--- src/rtl/inc_dec_counter_if.sv ---
// inc_dec_counter_if: control and status bundle for the up/down counter.
interface inc_dec_counter_if #(
    parameter int WIDTH = 4
);
    logic             load;
    logic [WIDTH-1:0] load_val;
    logic             en;
    logic             up;
    logic             sat;
    logic             clr_flag;
    logic [WIDTH-1:0] count;
    logic             carry_out;
    logic             borrow_out;
    logic             ovf_sticky;
    modport master (
        output load, load_val, en, up, sat, clr_flag,
        input  count, carry_out, borrow_out, ovf_sticky
    );
    modport slave (
        input  load, load_val, en, up, sat, clr_flag,
        output count, carry_out, borrow_out, ovf_sticky
    );
endinterface

--- src/rtl/inc_dec_counter.sv ---
// inc_dec_counter: registered up/down counter with load, saturate/wrap, wrap pulses and sticky overflow.
module inc_dec_counter #(
    parameter int WIDTH = 4
) (
    input logic              clk,
    input logic              rst,
    inc_dec_counter_if.slave bus
);
    logic [WIDTH-1:0] count_q, count_d;
    logic             carry_q, carry_d;
    logic             borrow_q, borrow_d;
    logic             ovf_q, ovf_d;
    logic [WIDTH:0]   inc, dec;
    logic             step, wrap_up, wrap_dn, evt;
    always_comb begin
        inc      = {1'b0, count_q} + 1'b1;
        dec      = {1'b0, count_q} - 1'b1;
        step     = !bus.load && bus.en;
        // the incrementer's carry / decrementer's borrow mark a boundary crossing attempt
        wrap_up  = step && bus.up && inc[WIDTH];
        wrap_dn  = step && !bus.up && dec[WIDTH];
        evt      = wrap_up || wrap_dn;
        count_d  = bus.load ? bus.load_val :
                   !bus.en ? count_q :
                   (evt && bus.sat) ? count_q :
                   bus.up ? inc[WIDTH-1:0] : dec[WIDTH-1:0];
        carry_d  = wrap_up && !bus.sat;
        borrow_d = wrap_dn && !bus.sat;
        ovf_d    = evt || (ovf_q && !bus.clr_flag);
    end
    always_ff @(posedge clk) begin
        if (rst) begin
            count_q  <= '0;
            carry_q  <= 1'b0;
            borrow_q <= 1'b0;
            ovf_q    <= 1'b0;
        end else begin
            count_q  <= count_d;
            carry_q  <= carry_d;
            borrow_q <= borrow_d;
            ovf_q    <= ovf_d;
        end
    end
    assign bus.count      = count_q;
    assign bus.carry_out  = carry_q;
    assign bus.borrow_out = borrow_q;
    assign bus.ovf_sticky = ovf_q;
endmodule

--- src/flat_wrapper.sv ---
// flat-port wrapper written by rule: the top's interface ports become plain ports
module inc_dec_counter_flat 
#(
    parameter int WIDTH = 4
)
  (clk, rst, bus_load, bus_load_val, bus_en, bus_up, bus_sat, bus_clr_flag, bus_count, bus_carry_out, bus_borrow_out, bus_ovf_sticky);
  inc_dec_counter_if #(.WIDTH(WIDTH)) bus_i ();
  input logic clk;
  input logic rst;
  input wire logic [$bits(bus_i.load)-1:0] bus_load;
  input wire logic [$bits(bus_i.load_val)-1:0] bus_load_val;
  input wire logic [$bits(bus_i.en)-1:0] bus_en;
  input wire logic [$bits(bus_i.up)-1:0] bus_up;
  input wire logic [$bits(bus_i.sat)-1:0] bus_sat;
  input wire logic [$bits(bus_i.clr_flag)-1:0] bus_clr_flag;
  output wire logic [$bits(bus_i.count)-1:0] bus_count;
  output wire logic [$bits(bus_i.carry_out)-1:0] bus_carry_out;
  output wire logic [$bits(bus_i.borrow_out)-1:0] bus_borrow_out;
  output wire logic [$bits(bus_i.ovf_sticky)-1:0] bus_ovf_sticky;
  assign bus_i.load = bus_load;
  assign bus_i.load_val = bus_load_val;
  assign bus_i.en = bus_en;
  assign bus_i.up = bus_up;
  assign bus_i.sat = bus_sat;
  assign bus_i.clr_flag = bus_clr_flag;
  assign bus_count = bus_i.count;
  assign bus_carry_out = bus_i.carry_out;
  assign bus_borrow_out = bus_i.borrow_out;
  assign bus_ovf_sticky = bus_i.ovf_sticky;
  inc_dec_counter #(.WIDTH(WIDTH)) u_core (.clk(clk), .rst(rst), .bus(bus_i));
endmodule
--- config.mk ---
export PLATFORM = sky130hd
export DESIGN_NAME = inc_dec_counter_flat
export DESIGN_NICKNAME = d
export VERILOG_FILES = /design/src/rtl/inc_dec_counter_if.sv /design/src/rtl/inc_dec_counter.sv /design/src/flat_wrapper.sv
export SDC_FILE = /design/constraint.sdc
export NUM_CORES = 1
export LEC_CHECK = 0
export ABC_AREA = 1
export CORE_AREA = 2 2 39 41
export DETAILED_ROUTE_END_ITERATION = 8
export DIE_AREA = 0 0 41 43
export PLACE_DENSITY = 0.76
export SYNTH_ARGS = -nofsm -noshare
export SYNTH_HDL_FRONTEND = slang
export SYNTH_SLANG_ARGS = --single-unit
--- constraint.sdc ---
create_clock -name clk -period 1.5 [get_ports clk]
set_input_delay 0.225 -clock clk [delete_from_list [all_inputs] [get_ports clk]]
set_output_delay 0.225 -clock clk [all_outputs]
set_load 0.03 [all_outputs]
==> results of run 1 <==
-- placed cells by master (no fill, tap or decap) --
cell | netlist | final
nand2_1 | 19 | 19
clkdlybuf4s50_1 | 0 | 13
inv_1 | 12 | 12
nor2_1 | 10 | 10
dfxtp_1 | 7 | 5
a21oi_1 | 4 | 4
nand3_1 | 4 | 4
buf_4 | 0 | 4
nand2_4 | 3 | 3
o21ai_0 | 3 | 3
clkbuf_4 | 0 | 3
dlygate4sd2_1 | 0 | 3
inv_2 | 2 | 2
nor3_1 | 2 | 2
ha_1 | 2 | 2
nor2_8 | 1 | 1
nand3_2 | 1 | 1
nand3_4 | 1 | 1
or2_1 | 1 | 1
nand4_1 | 1 | 1
o21bai_1 | 1 | 1
a21oi_2 | 1 | 1
clkbuf_1 | 0 | 1
dlymetal6s2s_1 | 0 | 1
dfxtp_4 | 0 | 1
dfxtp_2 | 0 | 1
-- logic make-up after synthesis --
kind of cell / synth area share
simple gates: 0.454
compound gates: 0.100
flops: 0.273
fa+ha+maj: 0.0488
buf+inv: 0.124
-- worst min path at each step --
stage          slack [ns]                  end                start  depth (start not counted)
2_1_floorplan        0.29  u_core.bus.count[3]                  rst                          1
3_5_place_dp         0.54  u_core.bus.count[1]  u_core.bus.count[1]                          2
3_3_place_gp         0.54  u_core.bus.count[1]  u_core.bus.count[1]                          2
4_1_cts              0.54  u_core.bus.count[1]  u_core.bus.count[1]                          2
6_report             0.51  u_core.bus.count[1]  u_core.bus.count[1]                          2
5_1_grt              0.56  u_core.bus.count[1]  u_core.bus.count[1]                          2
-- state kept, by name (all words and copies together) (netlist names) --
signal,count
u_core.bus.borrow_out,1
u_core.bus.count,4
u_core.bus.ovf_sticky,1
u_core.bus.carry_out,1
-- what timing repair did --
action                     CTS  global route
setup endpoints to repair    3             4
resized for setup            3             4
gates cloned                 0             0
-- through the flow --
stage               setup TNS (ns)  hold WS (ns)
global route                     0         0.555
detailed placement         -0.0212         0.538
floorplan                        0         0.287
CTS                              0         0.542
finish                           0         0.507
global placement                 0         0.537
-- cell usage after synthesis, types with 2 or more instances --
master / instances / area [µm²]
a21oi_1: 4 / 20.0
dfxtp_1: 7 / 140
ha_1: 2 / 25.0
inv_1: 12 / 45.0
inv_2: 2 / 7.51
nand2_1: 19 / 71.3
nand2_4: 3 / 33.8
nand3_1: 4 / 20.0
nor2_1: 10 / 37.5
nor3_1: 2 / 10.0
o21ai_0: 3 / 15.0
-- routing by layer --
| layer | vias up | track usage |
|---|---|---|
| li1 | 284 | - |
| met1 | 257 | 0.177 |
| met2 | 15 | 0.247 |
| met3 | 2 | 0.0681 |
| met4 | 0 | 0.0733 |
| met5 | - | 0 |
-- report_power, final --
group          switching, µW  total (µW)  internal (µW)
registers               12.8         210            197
clock network           74.0         176            102
logic                   92.9         170           76.7
total                    180         556            376
-- final cells by class --
type	instances	area share
flip-flops and latches	7	0.193
well taps	16	0.0266
inverters	14	0.0699
repair buffers	21	0.265
clock buffers	4	0.0349
multi-input cells	54	0.411
-- tightest hold or removal path, stage by stage, from the launching register on --
cell     delay (ns)
dfxtp_2        0.34
nand2_1        0.07
a21oi_1        0.05
==> results by group, run 1 <==
Outcome
  • Status: finished, final reports clean

CTS
  • Max Buffers Root-to-Sink: 2
  • H-Tree Depth: 1
  • Worst-skew pair later-pin latency: between 0.2 and 0.3 ns
  • CTS Hold Buffers Added: 0
  • Reg clk slew, reported paths: about 0.05 ns
  • Setup Buffers After CTS: 0
  • CTS Root Cell: clkbuf_4
  • Clk sinks: 7
  • TritonCTS clock tree: built
  • Total CTS buffers: 3

Hold path
  • Hold Crit Class: reg -> reg

Setup path
  • Max incr delay on CP: 0.66 ns
  • Critical Path RT: between 1 and 1.5 ns
  • Startpoint types: register
  • Critical path destination: bus_count[3]
  • Arr. time, crit path: 1.24 ns
  • Capturing point of the worst reg2reg path: u_core.bus.count[3]
  • FF-to-FF path depth: 9
  • Worst reg2reg setup slack: 0.17 ns
  • Crit path kind: reg -> out
  • Worst Path Buf+Inv: 1
  • CP cell instances: clkdlybuf4s50_1
  • CP Capture Type: primary output
  • CP Max Fanout: 2
  • CP startpoint: u_core.bus.count[3]
  • CP top delay family: buffers and inverters
  • Worst flop-to-flop path startpoint: u_core.bus.count[0]
  • Slowest-stage cell, CP: clkdlybuf4s50_1
  • WP depth: 1

Global routing
  • Vias in the first global route: 511
  • Largest net degree at the start of global routing: 8
  • GR Overflow Total: 0
  • Antenna violations before repair: 0
  • Global-route wire length before repair: 1920 µm
  • GR Util All Layers: 0.159

Detailed routing
  • Final WL: between 1000 and 1500 µm
  • Vias after detailed routing: 558
  • Final ANT Viol Nets: 0
  • Top routing layer in use: met4
  • Iter 0 DRT Violations: 9
  • # DRC: 0
  • Post-Route M1 WL: between 400 and 500 µm
  • DR WL/cell: between 10 and 15 µm
  • Drt first pass iters: 4
  • Met3 wire len: approximately 70 µm
  • Vias per inst: about 4.8
  • Routed wl met2: roughly 600 µm

Power
  • Maximum VDD drop: around 0.52 mV
  • Final Power: ~560 µW
  • PwrDens: 739 nW/µm²
  • Static Leakage: around 0.00040 µW

Synth
  • Post-Syn Instances: 76
  • EDFF count, synth: 0
  • Yosys cell types: 19
  • Post-synth top flop: dfxtp_1
  • YS warnings: 0
  • Synthesized net count: 89
  • Seq/Total Area, Yosys: 0.273
  • Register bit total from synthesis: 7
  • Ys async rst share: 0
  • Syn Area/Cell: about 6.7 µm²
  • Synthesized area: 513 µm²

Die
  • Die width: 41 µm
  • Die Y: 43 µm
  • Core outline area: between 1000 and 1500 µm²
  • Die area: about 1800 µm²
  • I/O pins: 18
  • Rows: 14
  • Initial core utilization: 0.371

Timing
  • Final setup viols: 0
  • Crit share post-route: 0.978
  • Slew @ Worst Pin: around 0.32 ns
  • Slew margin rel.: 0.789
  • F_max: between 600 and 700 MHz
  • RSZ-0062 raised after global routing: no
  • Min Tclk post-route: between 1 and 1.5 ns
  • Fin. max-slew vios: 0
  • Fin. Hold Viols: 0
  • Clk_skew: between 0.004 and 0.005 ns
  • Worst Setup Slack, final: about 0.034 ns

Layout
  • Layout cells sized above 1: 0.180
  • Cell area after layout: between 700 and 800 µm²
  • Layout area overhead: 46.6%
  • Nets: around 110
  • Finished Layout Cells: between 100 and 150
  • Multi-input gate area: 309 µm²
  • FF+latch area: roughly 150 µm²
  • Fill count: ~150
  • Diodes inserted: 0
  • Fin util: 0.543

Placement
  • DP Cell Count: 112
  • Placement Setup Slack: -0.0212 ns
  • Gpl congestion: approximately 0.84
  • Placed Area: 722 µm²
  • PortBufs: 17
  • Hpwl dp: around 930 µm

Run
  • Max-cap viol count: 0
Power figures use the tool's default switching activity.
==> run 2, diff against run 1 <==
CTS_BUF_LIST = sky130_fd_sc_hd__clkbuf_16   (was unset)
==> results by group, run 2 (same netlist as run 1, synthesis figures left out) <==
Global routing
  • Global-route wire length before repair: ~2000 µm
  • Antenna violations before repair: 0
  • Vias in the first global route: slightly above 500
  • GR Overflow Total: 0
  • Largest net degree at the start of global routing: 8
  • GR Util All Layers: 0.165

CTS
  • H-Tree Depth: 1
  • Worst-skew pair later-pin latency: 0.23 ns
  • Clk sinks: 7
  • Total CTS buffers: 3
  • Max Buffers Root-to-Sink: 2
  • TritonCTS clock tree: built
  • Setup Buffers After CTS: 0
  • CTS Root Cell: clkbuf_16
  • Reg clk slew, reported paths: ~0.03 ns

Placement
  • Gpl congestion: around 0.84
  • PortBufs: 17
  • Hpwl dp: 927 µm
  • DP Cell Count: about 110
  • Placed Area: ~720 µm²

Setup path
  • CP top delay family: buffers and inverters
  • CP Max Fanout: 2
  • Worst Path Buf+Inv: 1
  • CP cell instances: clkdlybuf4s50_1
  • Startpoint types: register
  • Critical Path RT: ~1.3 ns
  • Slowest-stage cell, CP: clkdlybuf4s50_1
  • Crit path kind: reg -> out
  • CP Capture Type: primary output
  • Max incr delay on CP: about 0.7 ns
  • Arr. time, crit path: around 1.3 ns

Layout
  • Most frequent cells in the layout: nand2_1 (19), clkdlybuf4s50_1 (14), inv_1 (13)
  • Layout area overhead: 55.9%
  • Diodes inserted: 0
  • Cell area after layout: approximately 800 µm²
  • Nets: about 110
  • Commonest non-fill, non-tap cell in the layout: nand2_1
  • Finished Layout Cells: roughly 120
  • Fin util: 0.578
  • Layout cells sized above 1: 0.180
  • Max FFs per register: 4

Timing
  • Fin. max-slew vios: 0
  • Slew margin rel.: 0.777
  • Slew @ Worst Pin: about 0.33 ns
  • Final setup viols: 0
  • Crit share post-route: 0.982
  • F_max: between 600 and 700 MHz
  • RSZ-0062 raised after global routing: no
  • Fin. Hold Viols: 0
  • Clk_skew: between 0.002 and 0.003 ns
  • Min Tclk post-route: between 1 and 1.5 ns

Die
  • I/O pins: 18
  • Die width: between 40 and 50 µm
  • Rows: 14
  • Die Y: between 40 and 50 µm
  • Core outline area: 1380 µm²
  • Initial core utilization: 0.371
  • Die area: 1760 µm²

Power
  • Sw frac: 0.246
  • Seq pwr share: 0.257
  • Maximum VDD drop: around 0.84 mV
  • Switching Power: approximately 200 µW
  • Cell Int Power: 622 µW
  • Static Leakage: slightly above 0.0004 µW
  • Comb power frac: 0.206
  • PwrDens: just over 1000 nW/µm²
  • Clk pwr share: 0.537

Detailed routing
  • DR WL/cell: between 10 and 15 µm
  • Final ANT Viol Nets: 0
  • # DRC: 0
  • Vias per inst: 4.74
  • Drt first pass iters: 5
  • Final WL: between 1000 and 1500 µm
  • Vias after detailed routing: 550
  • Iter 0 DRT Violations: 13

Run
  • Max-cap viol count: 0

Hold path
  • Hold Crit Class: reg -> reg

Outcome
  • Status: finished, final reports clean
[run 2: final timing paths]
path / startpoint / to / slack, ns / depth (start not counted)
setup / recovery: u_core.bus.ovf_sticky / bus_ovf_sticky / 0.03 / 1
hold / removal: u_core.bus.count[1] / u_core.bus.count[1] / 0.51 / 2
setup reg to reg: u_core.bus.count[0] / u_core.bus.count[3] / 0.15 / 9
hold reg to reg: u_core.bus.count[1] / u_core.bus.count[1] / 0.51 / 2
[run 2: layer usage]
layer / vias up / global-route usage / routed length (µm)
li1: 285 / - / -
met1: 250 / 0.180 / 495
met2: 15 / 0.281 / 642
met3: 0 / 0.0681 / 69
met4: 0 / 0.0333 / 0
met5: - / 0 / 0
[run 2: timing repair]
item / CTS / global route
hold buffers: 0 / 0
setup endpoints to repair: 3 / 3
resized for setup: 3 / 3
[run 2: area by class of cell]
type / instances / area (µm²)
Fill cell: 141 / 584
Multi-Input combinational cell: 54 / 309
Timing Repair Buffer: 21 / 196
Sequential cell: 7 / 143
Clock buffer: 3 / 75.1
Inverter: 14 / 52.6
Tap cell: 16 / 20.0
Clock inverter: 1 / 3.75
[run 2: power by group through the flow]
stage | Sequential (µW) | Combinational, µW | Clock (µW)
6_report | 212 | 170 | 443
5_1_grt | 214 | 188 | 461
4_1_cts | 211 | 169 | 449
3_5_place_dp | 215 | 173 | 0
3_3_place_gp | 214 | 171 | 0
2_1_floorplan | 233 | 79.0 | 0
[run 2: stage by stage]
stage          hold slack, ns  setup WS (ns)  total power [µW]  TNS [ns]
5_1_grt                 0.545        0.00935               863         0
4_1_cts                 0.540         0.0232               829         0
2_1_floorplan           0.287        0.00631               312         0
3_3_place_gp            0.537       0.000995               385         0
6_report                0.510         0.0268               825         0
3_5_place_dp            0.538        -0.0212               387   -0.0212
[run 2: worst reg2reg max path: cells and delay by family (launching register included)]
| kind | cells | cell delay [ns] |
|---|---|---|
| flip-flops | 1 | 0.38 |
| AND/OR/NAND/NOR | 4 | 0.33 |
| AO/OA/AOI/OAI | 2 | 0.28 |
| adder cells (fa/ha/maj) | 1 | 0.19 |
| buffers and inverters | 2 | 0.12 |
==> run 3, diff against run 2 <==
CORE_AREA = 2 2 40 42   (was 2 2 39 41)
DIE_AREA = 0 0 42 44   (was 0 0 41 43)
MAX_ROUTING_LAYER = met4   (was unset)
clock period = 1.2 ns   (was 1.5 ns; I/O delays follow)
==> results by group, run 3 (same netlist as run 1, synthesis figures left out) <==
Setup path
  • CP Max Fanout: 4
  • Arr. time, crit path: around 1.4 ns
  • Crit path kind: reg -> reg
  • CP cell instances: inv_4, ha_4, inv_2, nor2_4, nand3_4, nand2_4, nand2_4, nand2_4, nand2_1, a21oi_2
  • Startpoint types: register
  • CP most frequent cell: nand2_4
  • CP startpoint: u_core.bus.count[1]
  • Slowest-stage cell, CP: dfxtp_4
  • Critical Path RT: roughly 1.4 ns
  • CP Capture Type: register
  • Max incr delay on CP: approximately 0.36 ns
  • Worst flop-to-flop path startpoint: u_core.bus.count[1]

Die
  • Core outline area: 1420 µm²
  • Die width: about 42 µm
  • Die Y: approximately 44 µm
  • Die area: between 1500 and 2000 µm²
  • Rows: 14
  • Initial core utilization: 0.362
  • I/O pins: 18

CTS
  • TritonCTS clock tree: built
  • Reg clk slew, reported paths: about 0.03 ns
  • Max Buffers Root-to-Sink: 2
  • Worst-skew pair later-pin latency: approximately 0.23 ns
  • CTS Hold Buffers Added: 0
  • Total CTS buffers: 3
  • H-Tree Depth: 1
  • CTS Root Cell: clkbuf_16
  • Clk sinks: 7

Detailed routing
  • Vias per inst: about 4.7
  • Final ANT Viol Nets: 0
  • Vias after detailed routing: 570
  • # DRC: 0
  • Iter 0 DRT Violations: 22
  • Final WL: ~1400 µm
  • DR WL/cell: ~11 µm
  • Drt first pass iters: 4

Layout
  • Most frequent cells in the layout: nand2_1 (19), buf_4 (13), inv_1 (9)
  • Max FFs per register: 4
  • Finished Layout Cells: between 100 and 150
  • Commonest non-fill, non-tap cell in the layout: nand2_1
  • Diodes inserted: 0
  • Cell area after layout: 911 µm²
  • Layout area overhead: 77.6%
  • Fill count: between 100 and 150
  • Fin util: 0.642
  • Nets: 120
  • Layout cells sized above 1: 0.396

Global routing
  • Global-route wire length before repair: around 2200 µm
  • Largest net degree at the start of global routing: 7
  • Antenna violations before repair: 0
  • Vias in the first global route: about 530
  • GR Util All Layers: 0.162
  • GR Overflow Total: 0

Placement
  • DP Cell Count: about 120
  • PortBufs: 17
  • Hpwl dp: ~980 µm
  • Gpl congestion: 0.865
  • Placed Area: between 700 and 800 µm²

Timing
  • Clk_skew: ~0.0013 ns
  • Slew margin rel.: 0.795
  • Min Tclk post-route: between 1 and 1.5 ns
  • RSZ-0062 raised after global routing: yes
  • Slew @ Worst Pin: about 0.3 ns
  • Fin. Hold Viols: 0
  • Crit share post-route: 1.01
  • Fin. max-slew vios: 0
  • F_max: approximately 830 MHz
  • Final setup viols: 4
  • Worst Setup Slack, final: -0.00679 ns

Run
  • Max-cap viol count: 0

Power
  • Static Leakage: about 0.00046 µW
  • PwrDens: about 1200 nW/µm²
  • Maximum VDD drop: approximately 1.5 mV
  • Final Power: approximately 1100 µW

Hold path
  • Hold path startpoint: u_core.bus.count[3]
  • Hold Crit Class: reg -> reg

Outcome
  • Failing checks: setup timing
  • Status: finished, violations left
## run 3: final timing paths
check                                      endpoint  slack (ns)  cells after the start
worst max-delay path            u_core.bus.count[3]      -0.007                     10
worst min-delay path            u_core.bus.count[3]        0.52                      2
worst max register to register  u_core.bus.count[3]      -0.007                     10
worst min register to register  u_core.bus.count[3]        0.52                      2
## run 3: layout make-up
cell class | instances | area (µm²) | share of cell area
sequential | 7 | 150 | 0.165
timing repair buffer | 27 | 233 | 0.255
clock inverter | 1 | 3.75 | 0.00412
tap | 16 | 20.0 | 0.0220
multi-input combinational | 54 | 374 | 0.411
clock buffer | 3 | 75.1 | 0.0824
inverter | 14 | 55.1 | 0.0604
## run 3: power by group
part,switching (µW),leakage (µW),internal (µW),total (µW)
logic,142,0.000354,125,267
clock network,113,0.0000423,432,545
registers,20.1,0.0000593,249,269
## run 3: stage by stage
step           TNS (ns)  worst slack (ns)  hold WS [ns]
6_report        -0.0177          -0.00679         0.524
5_1_grt          -0.363           -0.0959         0.548
4_1_cts         -0.0128          -0.00903         0.527
3_5_place_dp      -1.49            -0.302         0.509
3_3_place_gp      -1.31            -0.286         0.515
2_1_floorplan   -0.0630           -0.0321         0.235
## run 3: layer usage
metal  vias up  share of wire  global-route usage  routed length, µm
met5         -              0                   -                  0
li1        297              -                   -                  -
met4         0              0              0.0194                  0
met2        16           0.55               0.281                749
met3         0          0.049              0.0708                 66
met1       257           0.40               0.176                540
## run 3: worst max-delay path: cells and delay by family (launching register included)
kind,cells,cell delay [ns]
DFF,1,0.36
adders and majority gates,1,0.12
AOI/OAI and AO/OA,1,0.10
buffers and inverters,2,0.10
and+or+nand+nor,6,0.46
## run 3: timing repair
item	in CTS	in global routing
endpoints found under the setup margin	7	4
pin swaps	2	0
gates resized for setup	11	5
setup buffers	1	1
